--- config.mk ---
export PLATFORM = sky130hd
export DESIGN_NAME = round_sat_pipe
export DESIGN_NICKNAME = d
export VERILOG_FILES = /design/src/rtl/round_sat_pipe.sv
export SDC_FILE = /design/constraint.sdc
export NUM_CORES = 1
export LEC_CHECK = 0
export BUFFER_PORTS_ARGS = -buffer_cell sky130_fd_sc_hd__buf_2
export CAP_MARGIN = 10
export CORE_AREA = 4 4 72 74
export CTS_CLUSTER_DIAMETER = 40
export DETAILED_ROUTE_END_ITERATION = 7
export DIE_AREA = 0 0 76 78
export PLACE_DENSITY_LB_ADDON = 0.08
export SLEW_MARGIN = 20
export SYNTH_ARGS = -nofsm -noshare
export SYNTH_HDL_FRONTEND = slang
export SYNTH_SLANG_ARGS = --single-unit
--- constraint.sdc ---
create_clock -name clk_i -period 2.62 [get_ports clk_i]
set_input_delay 0.524 -clock clk_i [delete_from_list [all_inputs] [get_ports clk_i]]
set_output_delay 0.524 -clock clk_i [all_outputs]
set_load 0.01 [all_outputs]
--- src/rtl/round_sat_pipe.sv ---
// Round-half-up and saturate stage behind the arithmetic right shifter.
// Two-entry valid/ready pipeline with a sticky saturation event counter.
module round_sat_pipe #(
    parameter int DATA_WIDTH = 22,
    parameter int OUT_WIDTH  = 16,
    parameter int CNT_WIDTH  = 8
) (
    input  logic                  clk_i,
    input  logic                  rst_i,
    input  logic                  valid_i,
    output logic                  ready_o,
    input  logic [DATA_WIDTH-1:0] shifted_i,
    input  logic                  round_bit_i,
    output logic                  valid_o,
    input  logic                  ready_i,
    output logic [OUT_WIDTH-1:0]  data_o,
    output logic                  sat_o,
    input  logic                  sat_clr_i,
    output logic [CNT_WIDTH-1:0]  sat_cnt_o
);

    // Output range limits expressed at the widened sum width.
    localparam logic signed [DATA_WIDTH:0] SAT_MAX =
        {{(DATA_WIDTH-OUT_WIDTH+2){1'b0}}, {(OUT_WIDTH-1){1'b1}}};
    localparam logic signed [DATA_WIDTH:0] SAT_MIN =
        {{(DATA_WIDTH-OUT_WIDTH+2){1'b1}}, {(OUT_WIDTH-1){1'b0}}};

    logic                         s1_valid;
    logic signed [DATA_WIDTH:0]   s1_sum;
    logic signed [DATA_WIDTH:0]   sum_next;
    logic                         s2_load;
    logic                         s1_load;
    logic [OUT_WIDTH-1:0]         sat_data;
    logic                         sat_flag;

    assign s2_load = !valid_o || ready_i;
    assign s1_load = !s1_valid || s2_load;
    assign ready_o = s1_load;

    // One extra bit so the most positive input plus the round bit cannot wrap.
    assign sum_next = $signed({shifted_i[DATA_WIDTH-1], shifted_i})
                    + $signed({{DATA_WIDTH{1'b0}}, round_bit_i});

    always_comb begin
        sat_flag = 1'b0;
        sat_data = s1_sum[OUT_WIDTH-1:0];
        if (s1_sum > SAT_MAX) begin
            sat_flag = 1'b1;
            sat_data = SAT_MAX[OUT_WIDTH-1:0];
        end else if (s1_sum < SAT_MIN) begin
            sat_flag = 1'b1;
            sat_data = SAT_MIN[OUT_WIDTH-1:0];
        end
    end

    always_ff @(posedge clk_i) begin
        if (rst_i) begin
            s1_valid <= 1'b0;
            s1_sum   <= '0;
        end else if (s1_load) begin
            s1_valid <= valid_i;
            if (valid_i)
                s1_sum <= sum_next;
        end
    end

    always_ff @(posedge clk_i) begin
        if (rst_i) begin
            valid_o <= 1'b0;
            data_o  <= '0;
            sat_o   <= 1'b0;
        end else if (s2_load) begin
            valid_o <= s1_valid;
            if (s1_valid) begin
                data_o <= sat_data;
                sat_o  <= sat_flag;
            end
        end
    end

    // Clear wins over a same-edge saturated transfer; count sticks at all-ones.
    always_ff @(posedge clk_i) begin
        if (rst_i || sat_clr_i)
            sat_cnt_o <= '0;
        else if (valid_o && ready_i && sat_o && (sat_cnt_o != {CNT_WIDTH{1'b1}}))
            sat_cnt_o <= sat_cnt_o + CNT_WIDTH'(1);
    end

endmodule

# Word level (Yosys, flattened, before mapping)
# Index checks and enable logic that the tools add are counted.
[op_classes]
n_addsub = 2
magnitude_cmp = 2
n_eq_ne = 1
n_mux = 4
reduce_logical = 10
[ops]
columns = ["operator", "count"]
rows = [
  ["$mux 16", 2],
  ["$add 22x2->23", 1],
  ["$gt 23x16->1 const B", 1],
  ["$lt 23x16->1 const B", 1],
  ["$add 8x1->8 const B", 1],
  ["$ne 8x8->1 const B", 1],
  ["$reduce_and 2->1", 2],
  ["$logic_and 1x1->1", 3],
  ["$logic_or 1x1->1", 3],
  ["$logic_not 1->1", 2],
  ["$mux 1", 2],
]
[totals]
ff_bits = 50
in_bits = 28
output_inout_bits = 27

# Longest topological paths before layout
[logic_depth]
ltp_word = 4
mapped_depth = 7
mapped_depth_nobuf = 6

# Least setup slack after synthesis
# No wires, ideal clock.
[synth_path]
path_kind = "input -> register"
start = "input port shifted_i[0]"
end = "register s1_sum[20]"
arrival_ns = 1.970
required_time_ns = 2.529
slack_ns = 0.559
stages = 7
path_buffers = 1
path_cell_list = "ha_1 -> ha_1 -> and3_2 -> buf_4 -> nand4_4 -> or4_1 -> a311oi_1"
[synth_between]
elab_chain_cells = 1
[synth_lines]
columns = ["item", "line", "rtl"]
rows = [
  ["from (decl)", "12", "input logic [DATA_WIDTH-1:0] shifted_i,"],
  ["$add 22x2->23", "42", "+ $signed({{DATA_WIDTH{1'b0}}, round_bit_i});"],
  ["to (signal assigned)", "63", "s1_sum <= sum_next;"],
  ["to (decl)", "29", "logic signed [DATA_WIDTH:0] s1_sum;"],
]
# No other way between the ends.
# A chain may end at the register's enable or synchronous reset.

# Worst setup path after layout
[layout_path]
start = "input port shifted_i[0]"
end = "register s1_sum[16]"
# Same word-level chain as after synthesis.

==> impl_metrics.py <==
metrics = {
    "outcome": {
        "status": "finished clean",
    },
    "sta": {
        "final_hold_viol_count": 0,
        "worstMarginPinSlew_ns": 0.646,
        "fin_crit_sh_pct": 75.9,
        "clock_skew_ns": 0.00522,
        "setup_ws_ns": 0.631,
        "drv_slew": 0,
        "period_minus_slack_ns": 1.99,
        "setup_tns_ns": 0,
        "clock.fmax_mhz": 503,
        "rsz0062_at_grt": "no",
        "slew_headroom_pct": 55.8,
        "setup_viol": 0,
    },
    "critical_path": {
        "cp.required_ns": 2.83,
        "worstSetupPathType": "input port to flip-flop",
        "r2r_start": "s1_sum[18]",
        "r2r-end": "data_o[8]",
        "reg2reg_slack_ns": 0.77,
        "crit_fanout": 9,
        "critPathCaptureType": "flip-flop",
        "arrival_ns": 2.20,
        "start_kind": "input port",
        "rr_worst_depth": 4,
    },
    "synthesis": {
        "ys_seq_elements": 50,
        "synth_ff_type": "dfxtp_1",
        "syn_avg_cell_area_um2": 8.71,
        "synth.area.top_cells": "dfxtp_1 (42%), a211oi_1 (9.5%), nor2_1 (7.3%)",
        "synth_nets": 304,
        "yosys_warnings": 0,
        "ys_seq_area_share_pct": 42.1,
        "syn_area_mm2": 0.00238,
        "synth_top_area_share_pct": 42.1,
        "synth_area_leader_cell": "dfxtp_1",
        "synth_commonest_cells": "dfxtp_1 (50), nor2_1 (46), a211oi_1 (30)",
        "async_flop_share_pct": 0,
        "synthCells": 273,
        "synth_edf_count": 0,
        "synthMostInstantiatedCell": "dfxtp_1",
        "synth_cell_types": 42,
    },
    "cells_and_area": {
        "fin_area_mm2": 0.00275,
        "fillers": 440,
        "num_antenna_cells": 0,
        "nets": 352,
        "drive_gt1_share_pct": 22.4,
        "final_util_pct": 59.8,
        "syn_to_final_growth_pct": 15.7,
    },
    "floorplan": {
        "initial_core_util_pct": 51.7,
        "die_w_um": 76,
        "die_area_mm2": 0.00593,
        "die_h_um": 78,
        "core_mm2": 0.00460,
        "num_rows": 25,
        "ioPinCount": 55,
    },
    "place": {
        "dp_hpwl_mm": 3.69,
        "globalplace.congestion": 0.845,
        "numPortBuffers": 54,
        "placed_cell_area_mm2": 0.00268,
        "dpl_worst_slack_ns": 0.336,
    },
    "cts": {
        "clock_latency_ns": 0.30,
        "htreeDepth": 2,
        "numCtsBuffers": 5,
        "tritoncts": "done",
        "clockBufferDepth": 2,
        "ctsResizeCount": 0,
        "ctsHoldBuffers": 0,
        "clk_pin_slew_ns": 0.08,
        "postCtsSetupRepairBufs": 0,
        "clock-sinks": 50,
        "cts_root_buf": "clkbuf_8",
    },
    "grt": {
        "grt_max_degree": 45,
        "grt_pass1_vias": 1883,
        "overflow": 0,
        "grt_pass1_wl_mm": 8.81,
        "antenna_found_initial": 0,
        "grt_usage_pct": 18.0,
    },
    "flow_run": {
        "drv_cap": 0,
    },
    "min_path": {
        "holdPathEnd": "valid_o",
        "min_path_cells": 2,
        "holdCritStartpoint": "s1_valid",
        "hold_class": "flip-flop to flip-flop",
    },
    "detailed_routing": {
        "wl_per_cell_um": 13.6,
        "firstDrtPassIters": 4,
        "viasPerCell": 5.59,
        "wirelength_mm": 5.12,
        "ant_nets": 0,
        "drt_iter0_drc": 155,
        "vias": 2098,
        "drc": 0,
    },
    "power_and_ir_drop": {
        "p_leak_nw": 1.06,
        "p_per_area_mw_per_mm2": 533,
        "p_total_mw": 1.47,
        "ir_drop_mv": 0.263,
    },
}
flip-flops by register name (all words and copies together), names as in the netlist:
| register | flops |
|---|---|
| sat_o | 1 |
| s1_sum | 23 |
| sat_cnt_o | 8 |
| valid_o | 1 |
| data_o | 16 |
| s1_valid | 1 |
power breakdown:
group          internal [mW]  total [mW]  switching [mW]
clock                  0.184       0.423           0.239
sequential             0.808       0.836          0.0284
combinational         0.0862       0.207           0.120
total                   1.08        1.47           0.387
worst max-delay path by stage:
stage | slack (ns) | cells after the start | to | startpoint
6_report | 0.63 | 7 | s1_sum[16] | shifted_i[0]
5_1_grt | 0.51 | 7 | s1_sum[18] | shifted_i[0]
4_1_cts | 0.64 | 7 | s1_sum[18] | shifted_i[0]
3_5_place_dp | 0.34 | 7 | s1_sum[18] | shifted_i[0]
3_3_place_gp | 0.38 | 7 | s1_sum[20] | shifted_i[0]
2_1_floorplan | 0.56 | 7 | s1_sum[20] | shifted_i[0]
area by class of cell:
| type | instances | area, um2 | area share [%] |
|---|---|---|---|
| clock buffers | 7 | 76.3 | 2.77 |
| flip-flops and latches | 50 | 1000 | 36.4 |
| inverters | 4 | 15.0 | 0.546 |
| repair buffers | 58 | 300 | 10.9 |
| well taps | 54 | 67.6 | 2.46 |
| multi-input cells | 202 | 1290 | 46.9 |
critical path, cell delays in order:
cell and delay [ns]:
buf_2 0.08, ha_1 0.23, ha_1 0.21, and3_2 0.28, nand4_4 0.17, or4_1 0.43
a311oi_1 0.27
per-stage QoR:
stage                     std cells  hold slack, ns
after floorplan                 273           0.434
after global placement          368           0.451
after detailed placement        368           0.449
after CTS                       375           0.465
after global routing            375           0.479
final                           375           0.466
metal layers:
layer  share of wire, %  GRT usage [%]  vias up
met1                 51           25.5      939
met2                 42           26.2       53
met4                1.3           5.34        0
li1                   -              -     1100
met5                  0              0        -
met3                5.7           5.22        6
placed cells by master (no fill, tap or decap), types with 2 or more instances in the layout:
| cell type | instances |
|---|---|
| or4_1 | 7 |
| and2_1 | 3 |
| ha_1 | 3 |
| buf_4 | 4 |
| nand2_1 | 23 |
| clkbuf_8 | 5 |
| a311oi_1 | 7 |
| o21ai_0 | 2 |
| nor2_1 | 46 |
| buf_2 | 54 |
| mux2i_1 | 4 |
| nand2b_1 | 2 |
| nand3b_1 | 2 |
| a21oi_1 | 5 |
| nor4_1 | 3 |
| clkbuf_1 | 2 |
| and3_1 | 2 |
| xnor2_1 | 11 |
| nand3_1 | 10 |
| nand4_1 | 7 |
| a2111oi_0 | 2 |
| dfxtp_1 | 50 |
| and4_1 | 4 |
| inv_1 | 4 |
| o31ai_1 | 5 |
| a211oi_1 | 30 |
| xor2_1 | 7 |
| or3_1 | 2 |
cell families after synthesis:
logic type      synth area share (%)
flops                           42.1
simple gates                    26.6
mux                             1.68
xor+xnor                        6.63
fa+ha+maj                       1.58
buf+inv                         3.58
compound gates                  17.8
(Power assumes the default switching activity.)
